`config.mk`:
```
export PLATFORM = sky130hd
export DESIGN_NAME = divider_rst_52b26b
export DESIGN_NICKNAME = d
export VERILOG_FILES = /design/src/rtl/divider_rst_52b26b.sv
export SDC_FILE = /design/constraint.sdc
export NUM_CORES = 1
export LEC_CHECK = 0
export ABC_AREA = 1
export CELL_PAD_IN_SITES_DETAIL_PLACEMENT = 0
export CELL_PAD_IN_SITES_GLOBAL_PLACEMENT = 2
export CORE_MARGIN = 2
export CORE_UTILIZATION = 31
export DETAILED_ROUTE_END_ITERATION = 6
export PLACE_DENSITY = 0.78
export SLEW_MARGIN = 20
export SYNTH_ARGS = -nofsm -noshare
export SYNTH_HDL_FRONTEND = slang
export SYNTH_SLANG_ARGS = --single-unit
```
`constraint.sdc`:
```
create_clock -name clk -period 2.6 [get_ports clk]
set_input_delay 0.52 -clock clk [delete_from_list [all_inputs] [get_ports clk]]
set_output_delay 0.52 -clock clk [all_outputs]
set_load 0.1 [all_outputs]
```
`src/rtl/divider_rst_52b26b.sv`:
```
// divider_rst_52b26b
// Unsigned restoring divider: a 2*WIDTH-bit dividend divided by a WIDTH-bit
// divisor, one quotient bit per clock, MSB first.
//
// Ports
//   clk          rising-edge clock
//   reset        synchronous, active-low reset
//   start        request, sampled only while idle
//   dividend     2*WIDTH-bit unsigned dividend, captured on the accepting edge
//   divisor      WIDTH-bit unsigned divisor, captured on the accepting edge
//   busy         operation in progress (registered)
//   done         one-cycle completion pulse (registered)
//   quotient     result quotient, held until the next completion
//   remainder    result remainder, held until the next completion
//   div_by_zero  divisor was zero (valid with done, held)
//   overflow     quotient does not fit in WIDTH bits (valid with done, held)
//
// Configuration macro: DIV_FAST_EXCEPTION_EN
//   When defined, an overflowing request skips the iterations and goes
//   straight to the finish state. Results are identical either way.

module divider_rst_52b26b #(
  parameter int WIDTH = 26
) (
  input  logic                 clk,
  input  logic                 reset,
  input  logic                 start,
  input  logic [2*WIDTH-1:0]   dividend,
  input  logic [WIDTH-1:0]     divisor,
  output logic                 busy,
  output logic                 done,
  output logic [WIDTH-1:0]     quotient,
  output logic [WIDTH-1:0]     remainder,
  output logic                 div_by_zero,
  output logic                 overflow
);

  localparam int CW = $clog2(WIDTH);
  localparam logic [CW-1:0] LAST_CNT = CW'(WIDTH - 1);

  typedef enum logic [1:0] {
    IDLE = 2'd0,
    RUN  = 2'd1,
    FIN  = 2'd2
  } state_t;

  state_t              state_r;
  logic [CW-1:0]       cnt_r;
  logic [WIDTH:0]      prem_r;     // partial remainder
  logic [WIDTH-1:0]    dvd_lo_r;   // low dividend bits still to be shifted in
  logic [WIDTH-1:0]    lo_keep_r;  // untouched low dividend, used on overflow
  logic [WIDTH-1:0]    dvs_r;
  logic [WIDTH-1:0]    quot_r;
  logic                ovf_r;
  logic                dbz_r;

  logic                ovf_s;
  logic                dbz_s;
  logic [WIDTH+1:0]    shifted_s;
  logic [WIDTH+1:0]    diff_s;
  logic                keep_s;
  logic [WIDTH:0]      next_prem_s;

  // Exception flags decoded straight from the operand inputs at the accepting edge.
  always_comb begin
    dbz_s = (divisor == {WIDTH{1'b0}});
    ovf_s = (dividend[2*WIDTH-1:WIDTH] >= divisor);
  end

  // One restoring step: shift in the next dividend bit, trial-subtract the divisor.
  // prem_r stays below the divisor for valid operations, so its top bit is 0 and
  // the sign of the (WIDTH+2)-bit difference is a reliable borrow.
  always_comb begin
    shifted_s   = {prem_r, dvd_lo_r[WIDTH-1]};
    diff_s      = shifted_s - {2'b00, dvs_r};
    keep_s      = ~diff_s[WIDTH+1];
    if (keep_s) begin
      next_prem_s = diff_s[WIDTH:0];
    end else begin
      next_prem_s = shifted_s[WIDTH:0];
    end
  end

  // Control FSM, datapath registers and registered outputs.
  always_ff @(posedge clk) begin
    if (!reset) begin
      state_r     <= IDLE;
      cnt_r       <= {CW{1'b0}};
      prem_r      <= {(WIDTH+1){1'b0}};
      dvd_lo_r    <= {WIDTH{1'b0}};
      lo_keep_r   <= {WIDTH{1'b0}};
      dvs_r       <= {WIDTH{1'b0}};
      quot_r      <= {WIDTH{1'b0}};
      ovf_r       <= 1'b0;
      dbz_r       <= 1'b0;
      busy        <= 1'b0;
      done        <= 1'b0;
      quotient    <= {WIDTH{1'b0}};
      remainder   <= {WIDTH{1'b0}};
      div_by_zero <= 1'b0;
      overflow    <= 1'b0;
    end else begin
      case (state_r)
        IDLE: begin
          done <= 1'b0;
          if (start) begin
            // On overflow the upper half may not fit below the divisor, so
            // the iterations run on a cleared remainder; FIN overrides the result.
            prem_r    <= ovf_s ? {(WIDTH+1){1'b0}} : {1'b0, dividend[2*WIDTH-1:WIDTH]};
            dvd_lo_r  <= dividend[WIDTH-1:0];
            lo_keep_r <= dividend[WIDTH-1:0];
            dvs_r     <= divisor;
            quot_r    <= {WIDTH{1'b0}};
            ovf_r     <= ovf_s;
            dbz_r     <= dbz_s;
            cnt_r     <= {CW{1'b0}};
            busy      <= 1'b1;
`ifdef DIV_FAST_EXCEPTION_EN
            state_r   <= ovf_s ? FIN : RUN;
`else
            state_r   <= RUN;
`endif
          end
        end
        RUN: begin
          prem_r   <= next_prem_s;
          dvd_lo_r <= {dvd_lo_r[WIDTH-2:0], 1'b0};
          quot_r   <= {quot_r[WIDTH-2:0], keep_s};
          cnt_r    <= cnt_r + CW'(1);
          if (cnt_r == LAST_CNT) begin
            state_r <= FIN;
          end
        end
        FIN: begin
          quotient    <= ovf_r ? {WIDTH{1'b1}} : quot_r;
          remainder   <= ovf_r ? lo_keep_r : prem_r[WIDTH-1:0];
          overflow    <= ovf_r;
          div_by_zero <= dbz_r;
          done        <= 1'b1;
          busy        <= 1'b0;
          state_r     <= IDLE;
        end
        default: begin
          state_r <= IDLE;
          busy    <= 1'b0;
          done    <= 1'b0;
        end
      endcase
    end
  end

endmodule

```
==> impl_metrics.tcl <==
set metrics [dict create \
    drt_iter0_markers 556 \
    cts_inserted_buffers 17 \
    gp_congestion 0.8305 \
    fin_crit_ns 2.446 \
    p_comb_share_pct 33.7 \
    cts_tree "yes" \
    yosysTopAreaCell "dfxtp_1" \
    nets 1972 \
    fp-row-count 68 \
    syn_inst 1648 \
    drt-met1-wl_um 18460 \
    end_kind "flop" \
    ctsHtreeMaxLevel 4 \
    max_slew.worst_pin.slew_ns 0.7422 \
    fillers 3748 \
    clkPwrFrac_pct 30.2 \
    path_cells "clkdlybuf4s50_1 > inv_1 > ha_1 > nand2_1 > nor3_1 > nand2_1 > o211ai_1 > nor2_4 > nand4_1 > nand2_1 > inv_1 > a21oi_1" \
    synth.distinct_cells 35 \
    avgViaCountPerCell 4.664 \
    wl_per_cell_um 15.75 \
    power_mw 9.040 \
    synth_top_area_share_pct 36.06 \
    maxUsedRoutingLayer "met4" \
    post-dp-hpwl_um 27010 \
    yosys_register_bits 196 \
    overflow 0 \
    critPathSlowestCell "clkdlybuf4s50_1" \
    cts_root_buffer "clkbuf_16" \
    clock_skew_ns 0.01729 \
    p_seq_share_pct 36.1 \
    core_area_um2 34540 \
    drive_gt1_share_pct 12.60 \
    max_freq_mhz 408.8 \
    seq_area_um2 3924 \
    ir_worst_vdd_mv 0.5107 \
    relSlewSlack_pct 50.30 \
    setup_viol 0 \
    dieHeight_um 191.3 \
    fin_ws_ns 0.1540 \
    wirelength_um 36290 \
    ys_seq_area_share_pct 36.06 \
    antenna_left 0 \
    max_stage_delay_ns 0.52 \
    met2RoutedLength_um 15980 \
    grt_pass1_wl_um 55920 \
    design_area_um2 13930 \
    status "completed" \
    avgSynthCellArea_um2 6.602 \
    worstHoldPathType "reg -> reg" \
    port_buffers 136 \
    period_share_pct 94.08 \
    clock_latency_ns 0.46 \
    arrival_ns 2.83 \
    place_ws_ns -0.3420 \
    drcViolationCount 0 \
    power_density_nw_per_um2 649.2 \
    fp.dieW_um 191.3 \
    antenna_cells 0 \
    p_sw_mw 3.363 \
    initial_core_util_pct 31.50 \
    fin_cells 2304 \
    drtPass1Iterations 5 \
    crit_fanout 13 \
    hold_viol 0 \
    clockBufferDepth 2 \
    ys_warn_count 0 \
    grt.total_usage_pct 19.64 \
    synth_area_leaders "dfxtp_1 36%, nand2_1 15%, inv_1 10%" \
    multi_input_area_um2 5585 \
    ctsHoldBuffers 0 \
    layout_common_cells "444 x nand2_1, 296 x inv_1, 196 x dfxtp_1, 160 x buf_4, 156 x a21oi_1" \
    cp_common_cell "nand2_1" \
    synthesis.area_um2 10880 \
    grt_max_degree 81 \
    cp-start-kind "input pin" \
    dieArea_um2 36610 \
    met3WireLength_um 1155 \
    p_sw_share_pct 37.20 \
    area_growth_pct 27.99 \
    drv_slew 0 \
    layout_commonest_cell "nand2_1" \
    clock_sinks 196 \
    grt_pass1_vias 10102 \
    p_int_mw 5.677 \
    syn_nets 1784 \
    p_leak_nw 6.651 \
    vias 10746 \
    placed_cells 2268 \
    postPlaceCellArea_um2 13210 \
    antenna_found_initial 0 \
    critPathRequiredTime_ns 2.98 \
    worstSetupPathType "in -> reg" \
    io_pins 137 \
    cts.clk_slew.worst_paths_ns 0.07 \
    maxCapViolCount 0 \
]
-- metal layers --
layer | vias to the layer above | global-route usage, %
met3 | 30 | 2.919
met4 | 0 | 5.237
met1 | 4833 | 27.71
met2 | 225 | 31.09
met5 | - | 0
li1 | 5658 | -
-- stage by stage --
stage	setup TNS [ns]	hold slack, ns	utilization (%)
floorplan	0	0.4331	-
global placement	-16.56	0.4485	38.24
detailed placement	-8.282	0.4532	38.25
CTS	0	0.4657	40.00
global route	-0.01459	0.4828	40.31
finish	0	0.4621	40.31
-- worst paths after layout --
path / from / endpoint / slack, ns / cells past startpoint
worst min-delay path: dvd_lo_r[0]$_SDFFE_PN0P_ / dvd_lo_r[0]$_SDFFE_PN0P_ / 0.46 / 2
worst max register to register: dvs_r[12]$_SDFFE_PN0P_ / prem_r[23]$_SDFFE_PN0P_ / 0.19 / 15
worst min register to register: dvd_lo_r[0]$_SDFFE_PN0P_ / dvd_lo_r[0]$_SDFFE_PN0P_ / 0.46 / 2
worst max-delay path: divisor[25] / prem_r[14]$_SDFFE_PN0P_ / 0.15 / 12
-- registers in the layout, indices dropped and copies added (netlist names) --
signal / flops
lo_keep_r: 26
dvs_r: 26
prem_r: 27
ovf_r: 1
busy: 1
dvd_lo_r: 26
dbz_r: 1
remainder: 26
quotient: 26
state_r: 2
done: 1
div_by_zero: 1
overflow: 1
quot_r: 26
cnt_r: 5
-- cell usage after synthesis (all sizes together) --
cell type and number:
o22ai 2, buf 20, a211oi 21, nor3 4, o21a 2, o211ai 3, clkinv 1, nand3 66
inv 299, clkbuf 59, xnor2 2, nand4 41, o32ai 25, nor2 99, xor2 9, o311a 1
a31oi 25, or2 1, ha 54, nor4 8, and2 2, dfxtp 196, a21oi 163, o21ai 92
fa 1, nand2 452
-- power groups by stage --
stage	clock network, mW	logic (mW)	registers [mW]
after floorplan	0	1.93	3.31
after global placement	0	2.96	3.33
after detailed placement	0	2.96	3.33
after CTS	2.80	2.98	3.26
after global routing	2.92	3.44	3.28
final	2.73	3.05	3.27
-- worst max-delay path: cells and delay by family --
family | cells | cell delay [ns]
buf+inv | 3 | 0.64
fa+ha+maj | 1 | 0.29
simple gates | 6 | 0.94
compound gates | 2 | 0.41
-- logic make-up after synthesis --
group                    after synthesis  synth area share, %
flip-flops                           196                36.06
buffers and inverters                379                13.64
XOR/XNOR                              11               0.8855
AO/OA/AOI/OAI                        334                17.39
AND/OR/NAND/NOR                      673                25.63
adder cells (fa/ha/maj)               55                6.394
-- what timing repair did --
item / in CTS / in global routing
setup buffers: 0 / 2
gates resized for setup: 0 / 12
setup endpoints to repair: 0 / 27
-- final cells by class --
cell class	count	area share, %
sequential	196	28.18
clock inverter	13	1.078
inverter	300	8.095
tap	455	4.088
clock buffer	19	3.252
timing repair buffer	246	15.20
multi-input combinational	1075	40.11
No activity file was read; power rests on OpenSTA's default activity.
